===== src/rtl/tow_pkg.sv =====
// Shared types and constants for the tug-of-war match logic.
// Segment patterns are active-low, bit order g..a.
package tow_pkg;

    typedef enum logic [1:0] {
        PLAY  = 2'd0,
        HOLD  = 2'd1,
        CLEAR = 2'd2,
        DONE  = 2'd3
    } match_state_e;

    localparam logic [6:0] SEG_BLANK = 7'b1111111;

    localparam logic [6:0] SEG_DIGIT [0:7] = '{
        7'b1000000, 7'b1111001, 7'b0100100, 7'b0110000,
        7'b0011001, 7'b0010010, 7'b0000010, 7'b1111000
    };

    localparam logic [1:0] CHAMP_NONE = 2'b00;
    localparam logic [1:0] CHAMP_P1   = 2'b01;
    localparam logic [1:0] CHAMP_P2   = 2'b10;

    function automatic int max_int(input int a, input int b);
        return (a > b) ? a : b;
    endfunction

endpackage


===== src/rtl/seg7_digit.sv =====
// 3-bit value to active-low 7-segment pattern; purely combinational.
module seg7_digit
    import tow_pkg::*;
(
    input  logic [2:0] i_digit,
    output logic [6:0] o_seg
);

    assign o_seg = SEG_DIGIT[i_digit];

endmodule


===== src/rtl/match_controller.sv =====
// Round/match sequencer: scores rounds, requests playfield resets, declares the champion.
// Score/state update on the win edge; MATCH_AUTO_RESTART_EN re-arms the match from DONE.
module match_controller
    import tow_pkg::*;
#(
    parameter int WIN_TARGET     = 3,
    parameter int HOLD_CYCLES    = 4,
    parameter int RESTART_CYCLES = 16
) (
    input  logic       clk,
    input  logic       reset,
    input  logic       p1_win,
    input  logic       p2_win,
    output logic       round_rst,
    output logic [2:0] score1,
    output logic [2:0] score2,
    output logic [6:0] hex_p1,
    output logic [6:0] hex_p2,
    output logic       match_over,
    output logic [1:0] champ_id
);

    localparam int CNT_W = $clog2(max_int(HOLD_CYCLES, RESTART_CYCLES) + 1);
    localparam logic [CNT_W-1:0] HOLD_LAST = CNT_W'(HOLD_CYCLES - 1);
    localparam logic [2:0] WIN_SCORE = 3'(WIN_TARGET);
`ifdef MATCH_AUTO_RESTART_EN
    localparam logic [CNT_W-1:0] RESTART_LAST = CNT_W'(RESTART_CYCLES - 1);
`endif

    match_state_e     r_state;
    logic [CNT_W-1:0] r_cnt;
    logic [2:0]       r_score1;
    logic [2:0]       r_score2;
    logic             r_round_rst;
    logic             r_match_over;
    logic [1:0]       r_champ_id;

    logic w_p1_only;
    logic w_p2_only;
    logic w_inputs_idle;

    assign w_p1_only     = p1_win & ~p2_win;
    assign w_p2_only     = p2_win & ~p1_win;
    assign w_inputs_idle = ~p1_win & ~p2_win;

    always_ff @(posedge clk) begin
        if (reset) begin
            r_state      <= PLAY;
            r_cnt        <= '0;
            r_score1     <= '0;
            r_score2     <= '0;
            r_round_rst  <= 1'b0;
            r_match_over <= 1'b0;
            r_champ_id   <= CHAMP_NONE;
        end else begin
            case (r_state)
                PLAY: begin
                    r_cnt <= '0;
                    if (w_p1_only) begin
                        r_score1 <= r_score1 + 3'd1;
                        if (r_score1 + 3'd1 == WIN_SCORE) begin
                            r_state      <= DONE;
                            r_match_over <= 1'b1;
                            r_champ_id   <= CHAMP_P1;
                        end else begin
                            r_state <= HOLD;
                        end
                    end else if (w_p2_only) begin
                        r_score2 <= r_score2 + 3'd1;
                        if (r_score2 + 3'd1 == WIN_SCORE) begin
                            r_state      <= DONE;
                            r_match_over <= 1'b1;
                            r_champ_id   <= CHAMP_P2;
                        end else begin
                            r_state <= HOLD;
                        end
                    end
                end
                HOLD: begin
                    if (r_cnt == HOLD_LAST) begin
                        r_cnt       <= '0;
                        r_state     <= CLEAR;
                        r_round_rst <= 1'b1;
                    end else begin
                        r_cnt <= r_cnt + 1'b1;
                    end
                end
                // The detector keeps its win level until it sees round_rst, so wait for both to drop.
                CLEAR: begin
                    if (w_inputs_idle) begin
                        r_state     <= PLAY;
                        r_round_rst <= 1'b0;
                    end
                end
                DONE: begin
`ifdef MATCH_AUTO_RESTART_EN
                    if (r_cnt == RESTART_LAST) begin
                        r_cnt        <= '0;
                        r_score1     <= '0;
                        r_score2     <= '0;
                        r_match_over <= 1'b0;
                        r_champ_id   <= CHAMP_NONE;
                        r_round_rst  <= 1'b1;
                        r_state      <= CLEAR;
                    end else begin
                        r_cnt <= r_cnt + 1'b1;
                    end
`else
                    r_state <= DONE;
`endif
                end
                default: r_state <= PLAY;
            endcase
        end
    end

    assign round_rst  = r_round_rst;
    assign score1     = r_score1;
    assign score2     = r_score2;
    assign match_over = r_match_over;
    assign champ_id   = r_champ_id;

    seg7_digit u_seg_p1 (
        .i_digit (r_score1),
        .o_seg   (hex_p1)
    );

    seg7_digit u_seg_p2 (
        .i_digit (r_score2),
        .o_seg   (hex_p2)
    );

endmodule

===== config.mk =====
export PLATFORM = sky130hd
export DESIGN_NAME = match_controller
export DESIGN_NICKNAME = d
export VERILOG_FILES = /design/src/rtl/tow_pkg.sv /design/src/rtl/seg7_digit.sv /design/src/rtl/match_controller.sv
export SDC_FILE = /design/constraint.sdc
export NUM_CORES = 1
export LEC_CHECK = 0
export ABC_AREA = 1
export CORE_MARGIN = 2
export CORE_UTILIZATION = 44
export DETAILED_ROUTE_END_ITERATION = 8
export PLACE_DENSITY = 0.75
export REMOVE_ABC_BUFFERS = 1
export SYNTH_ARGS = -nofsm -noshare
export SYNTH_HDL_FRONTEND = slang
export SYNTH_SLANG_ARGS = --single-unit

===== constraint.sdc =====
create_clock -name clk -period 1.23 [get_ports clk]
set_input_delay 0.246 -clock clk [delete_from_list [all_inputs] [get_ports clk]]
set_output_delay 0.246 -clock clk [all_outputs]
set_load 0.02 [all_outputs]

==> impl_metrics.yaml <==
run_status:
  status: "finished with violations"
  violations: "negative setup slack"
layout:
  diodes: 0
  num-fill-cells: 71
  regArea_sq_um: 364.1
  layout.nets: 263
  fin_util_pct: 94.74
  multi_input_area_sq_um: 1199
  final_cells: 268
  drive_gt1_share_pct: 71.85
  area_delta_synth_final_pct: 100.0
yosys:
  synth_common_cells: "nand2_1, inv_1, ha_1"
  ys.flop_type: "dfxtp_1"
  ys_ff_latch: 17
  synth_edf_count: 0
  synth.distinct_cells: 21
  syn_area_sq_um: 1195
  synth_top_area_share_pct: 28.48
  synth_cells: 168
  async_flop_share_pct: 0
  synth_seq_area_share_pct: 28.48
  synth_top_area_cell: "dfxtp_1"
  synth_warnings: 0
  synthTopCellsByArea: "dfxtp_1, ha_1, nand2_1, inv_1, a21oi_1"
  avgSynthCellArea_sq_um: 7.112
  yosys.cell_count.top_type: "nand2_1"
pwr:
  power.leakage_nw: 1.058
  peakVddDrop_uv: 1911
  p_per_area_nw_per_um2: 1581
worst_hold_path:
  hold_depth: 2
  hold_end: "match_over$_SDFFE_PP0P_"
  min_from: "match_over$_SDFFE_PP0P_"
  hold_path.class: "flip-flop to flip-flop"
floorplanning:
  io_pins: 28
  rows: 18
  fp.dieW_um: 56.11
  die_h_um: 56.11
  start_util_pct: 47.37
  die_area_sq_um: 3148
  core-area_sq_um: 2522
detailed_routing:
  viasPerCell: 5.601
  drc_errors: 0
  vias: 1501
  drt_iter0_drc: 45
  post_drt_wl_per_cell_um: 21.13
  antenna_left: 0
  firstDrtPassIters: 4
  drt_wl_total_um: 5664
cts:
  cts_root_buf: "clkbuf_4"
  clock_tree.buffer_depth: 2
  h-tree-depth: 1
  tritoncts: "built"
  holdBufCountCts: 0
  cts_made_buffers: 3
  path_clk_slew_ns: 0.11
  clock-sinks: 17
  worstSkewPairLatency_ns: 0.32
worst_setup_path:
  reg2reg_slack_ns: -0.24
  rr_startpoint: "score2[0]$_SDFFE_PP0P_"
  critPathArrivalTime_ns: 1.29
  startpoint_type: "flip-flop"
  worstPathRequired_ns: 0.98
  end_kind: "output pin"
  r2r_cells: 10
  worst-setup-path-type: "flip-flop to output pin"
  critPathMaxFanout: 3
  r2r_end: "match_over$_SDFFE_PP0P_"
sta:
  tightest_slew_ns: 0.2414
  finalSetupViolCount: 22
  max_freq_mhz: 652.6
  setup_ws_ns: -0.3024
  fin_skew_ns: 0.007367
  hold_ws_ns: 0.4874
  min_period_ns: 1.532
  maxSlewViolCount: 0
  grt_setup_unrepaired: "yes"
  fin_crit_sh_pct: 124.6
  tns_ns: -4.988
  slew_headroom_pct: 83.74
  finalHoldViolations: 0
global_route:
  grt_pass1_vias: 1451
  grt_pass1_wl_um: 7079
  grt_max_degree: 11
  grt.overflow.total: 0
  grt_usage_pct: 28.77
  antenna_found_initial: 0
placed_design:
  place_hpwl_um: 2395
  place_inst: 252
  dp_slack_ns: -0.5232
  place.gp.congestion: 0.8372
  numPortBuffers: 27
run:
  cap_violations: 0
-- logic make-up (layout without fill, tap and decap cells) --
kind of cell / Yosys count / count (layout) / share of synthesized area [%]
flops: 17 / 17 / 28.48
xor+xnor: 1 / 1 / 0.7331
compound gates: 31 / 31 / 13.72
simple gates: 67 / 67 / 25.03
buf+inv: 32 / 102 / 11.10
fa+ha+maj: 20 / 20 / 20.94
-- power by group --
part	switching, W	total [W]	internal [W]
sequential	0.000108	0.000768	0.000660
combinational	0.00145	0.00267	0.00123
clock	0.000214	0.000336	0.000122
total	0.00177	0.00378	0.00201
-- metal layers --
layer / wire (um) / part of all wire, % / track usage (%)
met2: 3097 / 55 / 53.45
met1: 1999 / 35 / 30.98
met5: 0 / 0 / 0
met4: 281 / 5.0 / 14.63
met3: 285 / 5.0 / 4.419
-- worst max-delay path: stages, from the launching register on --
cell	delay [ns]
dfxtp_2	0.38
inv_4	0.06
buf_6	0.12
ha_4	0.15
nand2_2	0.08
nand2_2	0.06
buf_6	0.12
-- flip-flops by register name, summed over array words and instances, names as in the netlist --
register    count
champ_id        2
match_over      1
r_cnt           5
r_state         2
round_rst       1
score1          3
score2          3
-- placed cells by master (no fill, tap or decap), drive strengths merged, types with 2 or more instances in the layout --
| cell type | synthesis | routed |
|---|---|---|
| a21oi | 16 | 16 |
| buf | 3 | 62 |
| clkbuf | 0 | 7 |
| dfxtp | 17 | 17 |
| dlygate4sd2 | 0 | 2 |
| ha | 20 | 20 |
| inv | 29 | 29 |
| nand2 | 42 | 42 |
| nand3 | 10 | 10 |
| nor2 | 13 | 13 |
| o21ai | 13 | 13 |
-- through the flow --
stage	cell area (sq um)	total power (W)
3_5_place_dp	1717	0.002313
5_1_grt	2390	0.003901
4_1_cts	2185	0.003195
2_1_floorplan	1171	0.001571
6_report	2390	0.003778
3_3_place_gp	1717	0.002217
-- layout make-up --
class                           count  share of cell area, %
Clock buffer                        3                 0.9424
Clock inverter                      1                 0.2094
Inverter                           29                  4.974
Multi-Input combinational cell    119                  50.16
Sequential cell                    17                  15.24
Tap cell                           30                  1.571
Timing Repair Buffer               69                  26.91
-- timing repair --
action / 4_1_cts / 5_1_grt
setup endpoints to repair: 36 / 38
setup buffers: 9 / 6
pin swaps: 34 / 26
gates resized for setup: 239 / 57
-- how the worst max path moves through the flow --
stage                                 from        end  slack (ns)  cells after the start
floorplan           score1[0]$_SDFFE_PP0P_  hex_p1[3]       -0.49                      3
global placement    score1[0]$_SDFFE_PP0P_  hex_p1[3]       -0.48                      4
detailed placement  score2[0]$_SDFFE_PP0P_  hex_p2[3]       -0.52                      4
CTS                 score1[0]$_SDFFE_PP0P_  hex_p1[0]       -0.27                      6
global route        score1[0]$_SDFFE_PP0P_  hex_p1[0]       -0.33                      6
finish              score1[0]$_SDFFE_PP0P_  hex_p1[0]       -0.30                      6
(Power assumes the default switching activity.)
==> variant 1: new RTL, config.mk and constraints unchanged <==
Reset style: asynchronous (`reset`), changed in one clocked block.
--- a/src/rtl/match_controller.sv
+++ b/src/rtl/match_controller.sv
@@ -43,7 +43,7 @@
     assign w_p2_only     = p2_win & ~p1_win;
     assign w_inputs_idle = ~p1_win & ~p2_win;
 
-    always_ff @(posedge clk) begin
+    always_ff @(posedge clk or posedge reset) begin
         if (reset) begin
             r_state      <= PLAY;
             r_cnt        <= '0;
Check against the original RTL: differs if reset is asserted again (counterexample within 4 cycles, from zero or initial values and one cycle with reset high); with reset held inactive, the same outputs for 10 cycles.
==> variant 1 against the original RTL <==
  * The run still ends with setup timing left
  * Sequential cell count unchanged
  * Worst setup slack got worse by 0.076 ns
  * Area after synthesis increased by 3.6%
  * Global-route usage decreased by 4.2 points
  * First-iteration DRC count unchanged
  * Final area decreased by 4.0%
  * Highest routed layer unchanged
  * Critical endpoint is now hex_p2[3]
  * Critical path type unchanged
  * Wire length decreased by 30%
Power is not compared: it rests on default switching activity, and its combinational part moved more than twofold at a synthesized area within 25%.
==> variant 1: results (changes against the original RTL) <==
[run_status]
outcome = finished, violations left  ; unchanged
violations = setup timing  ; unchanged

[layout]
fin_cells = 266  ; was 268
n_fill_cell = 145  ; was 71
largest_reg_flops = 5  ; unchanged
layout.nets = 260  ; was 263
drive_gt1_share_pct = 63.40  ; was 71.85%
antenna_cells = 0  ; unchanged

[synthesis]
postSynth.asyncResetShare_pct = 100.0  ; was 0%
synth_cell_types = 21  ; unchanged
synth_cells = 158  ; was 168
ys_warn_count = 0  ; unchanged
seq_area_frac_synth_pct = 34.38  ; was 28.48%
yosys-top-cells-count = nand2_1 (42), inv_1 (24), ha_1 (20), dfrtp_1 (17), o21ai_0 (13)  ; was nand2_1 (35), inv_1 (27), ha_1 (20), dfxtp_1 (17), a21oi_1 (15)
synthTopCellsByArea = dfrtp_1 (34%), ha_1 (20%), nand2_1 (13%)  ; was dfxtp_1 (28%), ha_1 (21%), nand2_1 (11%)

[global_route]
track_usage_pct = 24.53  ; was 28.77%
grt_start_max_net_pins = 18  ; was 11
grt_pass1_wl_um = 6251  ; was 7079 um
grt_pass1_vias = 1379  ; was 1,451
antenna_found_initial = 0  ; unchanged

[detailed_routing]
wl_um = 3951  ; was 5664 um
wl_met2_um = 2176  ; was 3097 um
viasPerCell = 4.974  ; was 5.601
dr.pass1.iters = 4  ; unchanged
wl_met3_um = 131  ; was 285 um
wl_met1_um = 1550  ; was 1999 um
top_layer_used = met4  ; unchanged

[sta]
holdWs_ns = 0.2392  ; was 0.4874 ns
clock_skew_ns = 0.006684  ; was 0.007367 ns
tns_ns = -6.021  ; was -4.988 ns
finalWorstSetupSlack_ns = -0.3786  ; was -0.3024 ns
worst_slew_pin_slew_ns = 0.2890  ; was 0.2414 ns
setup_viol = 27  ; was 22

[clock_tree]
cts_buffers = 3  ; unchanged
root_buffer = clkbuf_4  ; unchanged
clkTransAtPathRegs_ns = 0.12
insertion_delay_ns = 0.31

[critical_path]
r2r_cells = 10  ; unchanged
r2r_setup_slack_ns = -0.21  ; was -0.24 ns
crit_end = hex_p2[3]  ; was hex_p1[0]
worstReg2RegEnd = champ_id[0]  ; was match_over
path_max_fanout = 3  ; unchanged
crit_path_start = score2[1]  ; was score1[0]
worstPathArrival_ns = 1.36  ; was 1.29 ns
cpMaxStageDelayCell = dfrtp_1  ; was dfxtp_2
r2r-start = score2[0]  ; unchanged
cpPeakStageDelay_ns = 0.42  ; was 0.38 ns

[placed_design]
dp_cells = 245  ; was 252
numPortBuffers = 27  ; unchanged
placed_area_mm2 = 0.001767  ; was 0.001717 mm^2
routabilityCongestion = 0.9024  ; was 0.8372
post-place-ws_ns = -0.5713  ; was -0.5232 ns
post-dp-hpwl_um = 2301  ; was 2395 um

[hold_path]
hold_class = primary input to asynchronous set/reset pin  ; was flip-flop to flip-flop

[power]
leakagePower_nw = 1.129

[variant 1: cell count changes after synthesis, moves of 2 or more]
cell     change
nor2_1       -3
nand3_1      -4
dfxtp_1     -17
nand2_2      -4
a21oi_1     -10
nand2_1      +7
nand3_2      +2
dfrtp_1     +17
xor2_1       +2
inv_1        -3
[variant 1: cells by family (layout without fill, tap and decap cells)]
| logic type | after synthesis | in the layout | synth area share, % |
|---|---|---|---|
| and+or+nand+nor | 67 | 67 | 24.47 |
| buffers and inverters | 30 | 107 | 9.807 |
| adders and majority gates | 20 | 20 | 20.22 |
| AOI/OAI and AO/OA | 20 | 20 | 8.291 |
| DFF | 17 | 17 | 34.38 |
| xor gates and xnor gates | 4 | 4 | 2.832 |
[variant 1: cell type report]
cell class / instances / area, um^2 / area share (%)
Tap cell: 31 / 38.79 / 1.690
Inverter: 27 / 103.9 / 4.526
Timing Repair Buffer: 76 / 690.7 / 30.10
Clock inverter: 1 / 5.005 / 0.2181
Sequential cell: 17 / 427.9 / 18.65
Multi-Input combinational cell: 111 / 1006 / 43.84
Clock buffer: 3 / 22.52 / 0.9815
[variant 1: metal layers]
metal	vias to the layer above	GRT usage, %
met4	0	5.980
li1	645	-
met1	634	28.08
met5	-	0
met3	12	3.628
met2	32	47.29
[variant 1: timing repair]
| item | 4_1_cts | 5_1_grt |
|---|---|---|
| setup buffers | 13 | 5 |
| resized for setup | 205 | 48 |
| hold buffers | 0 | 0 |
| pin swaps | 24 | 21 |
| setup endpoints to repair | 40 | 34 |
| endpoints found under the hold margin | 0 | 0 |
[variant 1: power groups by stage]
stage               Clock (mW)  Combinational (mW)  Sequential, mW
floorplan                    0                1.68            1.17
global placement             0                3.64           0.934
detailed placement           0                3.80           0.945
CTS                      0.319                4.79           0.954
global route             0.366                5.98           0.996
finish                   0.333                5.62           0.978
==> variant 2: new RTL, same settings <==
Made on the original files. `HOLD_CYCLES`: 4 -> 2.
--- a/src/rtl/match_controller.sv
+++ b/src/rtl/match_controller.sv
@@ -4,7 +4,7 @@
     import tow_pkg::*;
 #(
     parameter int WIN_TARGET     = 3,
-    parameter int HOLD_CYCLES    = 4,
+    parameter int HOLD_CYCLES    = 2,
     parameter int RESTART_CYCLES = 16
 ) (
     input  logic       clk,
Behaviour: not the same (a bounded check fails within 4 cycles, from zero or initial values and one cycle with reset high).
==> variant 2 against the original RTL <==
  * The run still ends with setup timing left
  * Combinational power rose by 6%
  * Clock power down 4%
  * Die area barely moved
  * Maximum frequency shrank 1.5%
  * Global-route usage fell by 1.9 points
  * Wire length fell by 6.1%
  * Area after synthesis shrank 0.10%
  * Non-clock buffer count decreased by 1
  * Final area down 2.6%
  * Worst setup slack got worse by 0.024 ns
  * Via count shrank 0.93%
  * Sequential cell count is the same
  * Total power increased by 4.1%
==> variant 2: results (changes against the original RTL) <==
[layout]
multi_input_gates = 120  ; was 119
nonClockInverterCount = 31  ; was 29
drive_gt1_share_pct = 70.42  ; was 71.85%
n_fill_cell = 86  ; was 71
buffer_area_share_pct = 27.47  ; was 26.91%
nonClockBufferCount = 68  ; was 69
layout.nets = 266  ; was 263
seq-cell-share_pct = 15.48  ; was 15.24%

[detailed_routing]
top_layer_used = met4  ; unchanged
drtIter0Drc = 74  ; was 45
vias = 1487  ; was 1,501
wl_um = 5317  ; was 5664 um
wl_per_cell_um = 19.69  ; was 21.13 um
wl_met3_um = 272  ; was 285 um
wl_met1_um = 1900  ; was 1999 um
wl_met2_um = 2812  ; was 3097 um

[synthesis]
synth_cells = 170  ; was 168
ys_warn_count = 0  ; unchanged
synth_cell_types = 20  ; was 21
seq_area_frac_synth_pct = 28.51  ; was 28.48%
synthTopCellsByArea = dfxtp_1 (29%), ha_1 (22%), nand2_1 (11%)  ; was dfxtp_1 (28%), ha_1 (21%), nand2_1 (11%)
yosys-top-cells-count = nand2_1 (35), inv_1 (28), ha_1 (21), dfxtp_1 (17)  ; was nand2_1 (35), inv_1 (27), ha_1 (20), dfxtp_1 (17), a21oi_1 (15)

[run_status]
outcome = finished, violations left  ; unchanged
violations = setup timing  ; unchanged

[placed_design]
dp_cells = 255  ; was 252
post-place-ws_ns = -0.5272  ; was -0.5232 ns
routabilityCongestion = 0.8187  ; was 0.8372
post-dp-hpwl_um = 2257  ; was 2395 um

[power]
sequentialPower_mw = 0.780  ; was 0.768 mW
leakagePower_nw = 1.030  ; was 1.058 nW
p_comb_share_pct = 71.9  ; was 70.8%
p_comb_mw = 2.83  ; was 2.67 mW
irDropWorstVdd_uv = 1747  ; was 1911 uV
power.share.switching_pct = 47.19  ; was 46.82%

[global_route]
grtUsageMet1_pct = 27.13  ; was 30.98%
met3_usage_pct = 4.651  ; was 4.419%
track_usage_pct = 26.84  ; was 28.77%
grt_pass1_wl_um = 6617  ; was 7079 um
grt_use_met2_pct = 52.44  ; was 53.45%
grt_pass1_vias = 1493  ; was 1,451
antenna_found_initial = 0  ; unchanged

[critical_path]
r2r_cells = 11  ; was 10
crit_path_start = score2[1]  ; was score1[0]
worstPathArrival_ns = 1.31  ; was 1.29 ns
worstReg2RegEnd = champ_id[1]  ; was match_over
crit_end = hex_p2[3]  ; was hex_p1[0]
r2r-start = score2[0]  ; unchanged

[sta]
finalWorstSetupSlack_ns = -0.3263  ; was -0.3024 ns
worst_slew_pin_slew_ns = 0.2957  ; was 0.2414 ns
setup_viol = 29  ; was 22

[hold_path]
holdPathEnd = round_rst  ; was match_over
worstHoldStart = round_rst  ; was match_over

[clock_tree]
insertion_delay_ns = 0.30  ; was 0.32 ns
cts_resized = 206  ; was 239
cts_setup_buffers = 12  ; was 9

-- variant 2: cell types whose count changed after synthesis, sizes merged --
cell / before / now
inv: 29 / 31
nor2: 13 / 15
a21oi: 16 / 15
buf: 3 / 2
ha: 20 / 21
nand3: 10 / 9
nand4: 1 / 0
nor3: 0 / 1
o21bai: 1 / 0
o22ai: 0 / 1
-- variant 2: kinds of logic after synthesis --
| family | Yosys count | synth area share [%] |
|---|---|---|
| AND/OR/NAND/NOR | 68 | 24.74 |
| flip-flops | 17 | 28.51 |
| buffers and inverters | 33 | 10.80 |
| adder cells (fa/ha/maj) | 21 | 22.01 |
| XOR/XNOR | 1 | 0.7339 |
| AO/OA/AOI/OAI | 30 | 13.21 |
-- variant 2: metrics by stage --
step	TNS, ns	hold WS [ns]	area [um^2]
5_1_grt	-6.703	0.4911	2327
3_3_place_gp	-9.244	0.4333	1727
6_report	-5.297	0.4813	2327
2_1_floorplan	-3.622	0.3084	1181
4_1_cts	-3.752	0.4592	2076
3_5_place_dp	-10.67	0.4420	1727
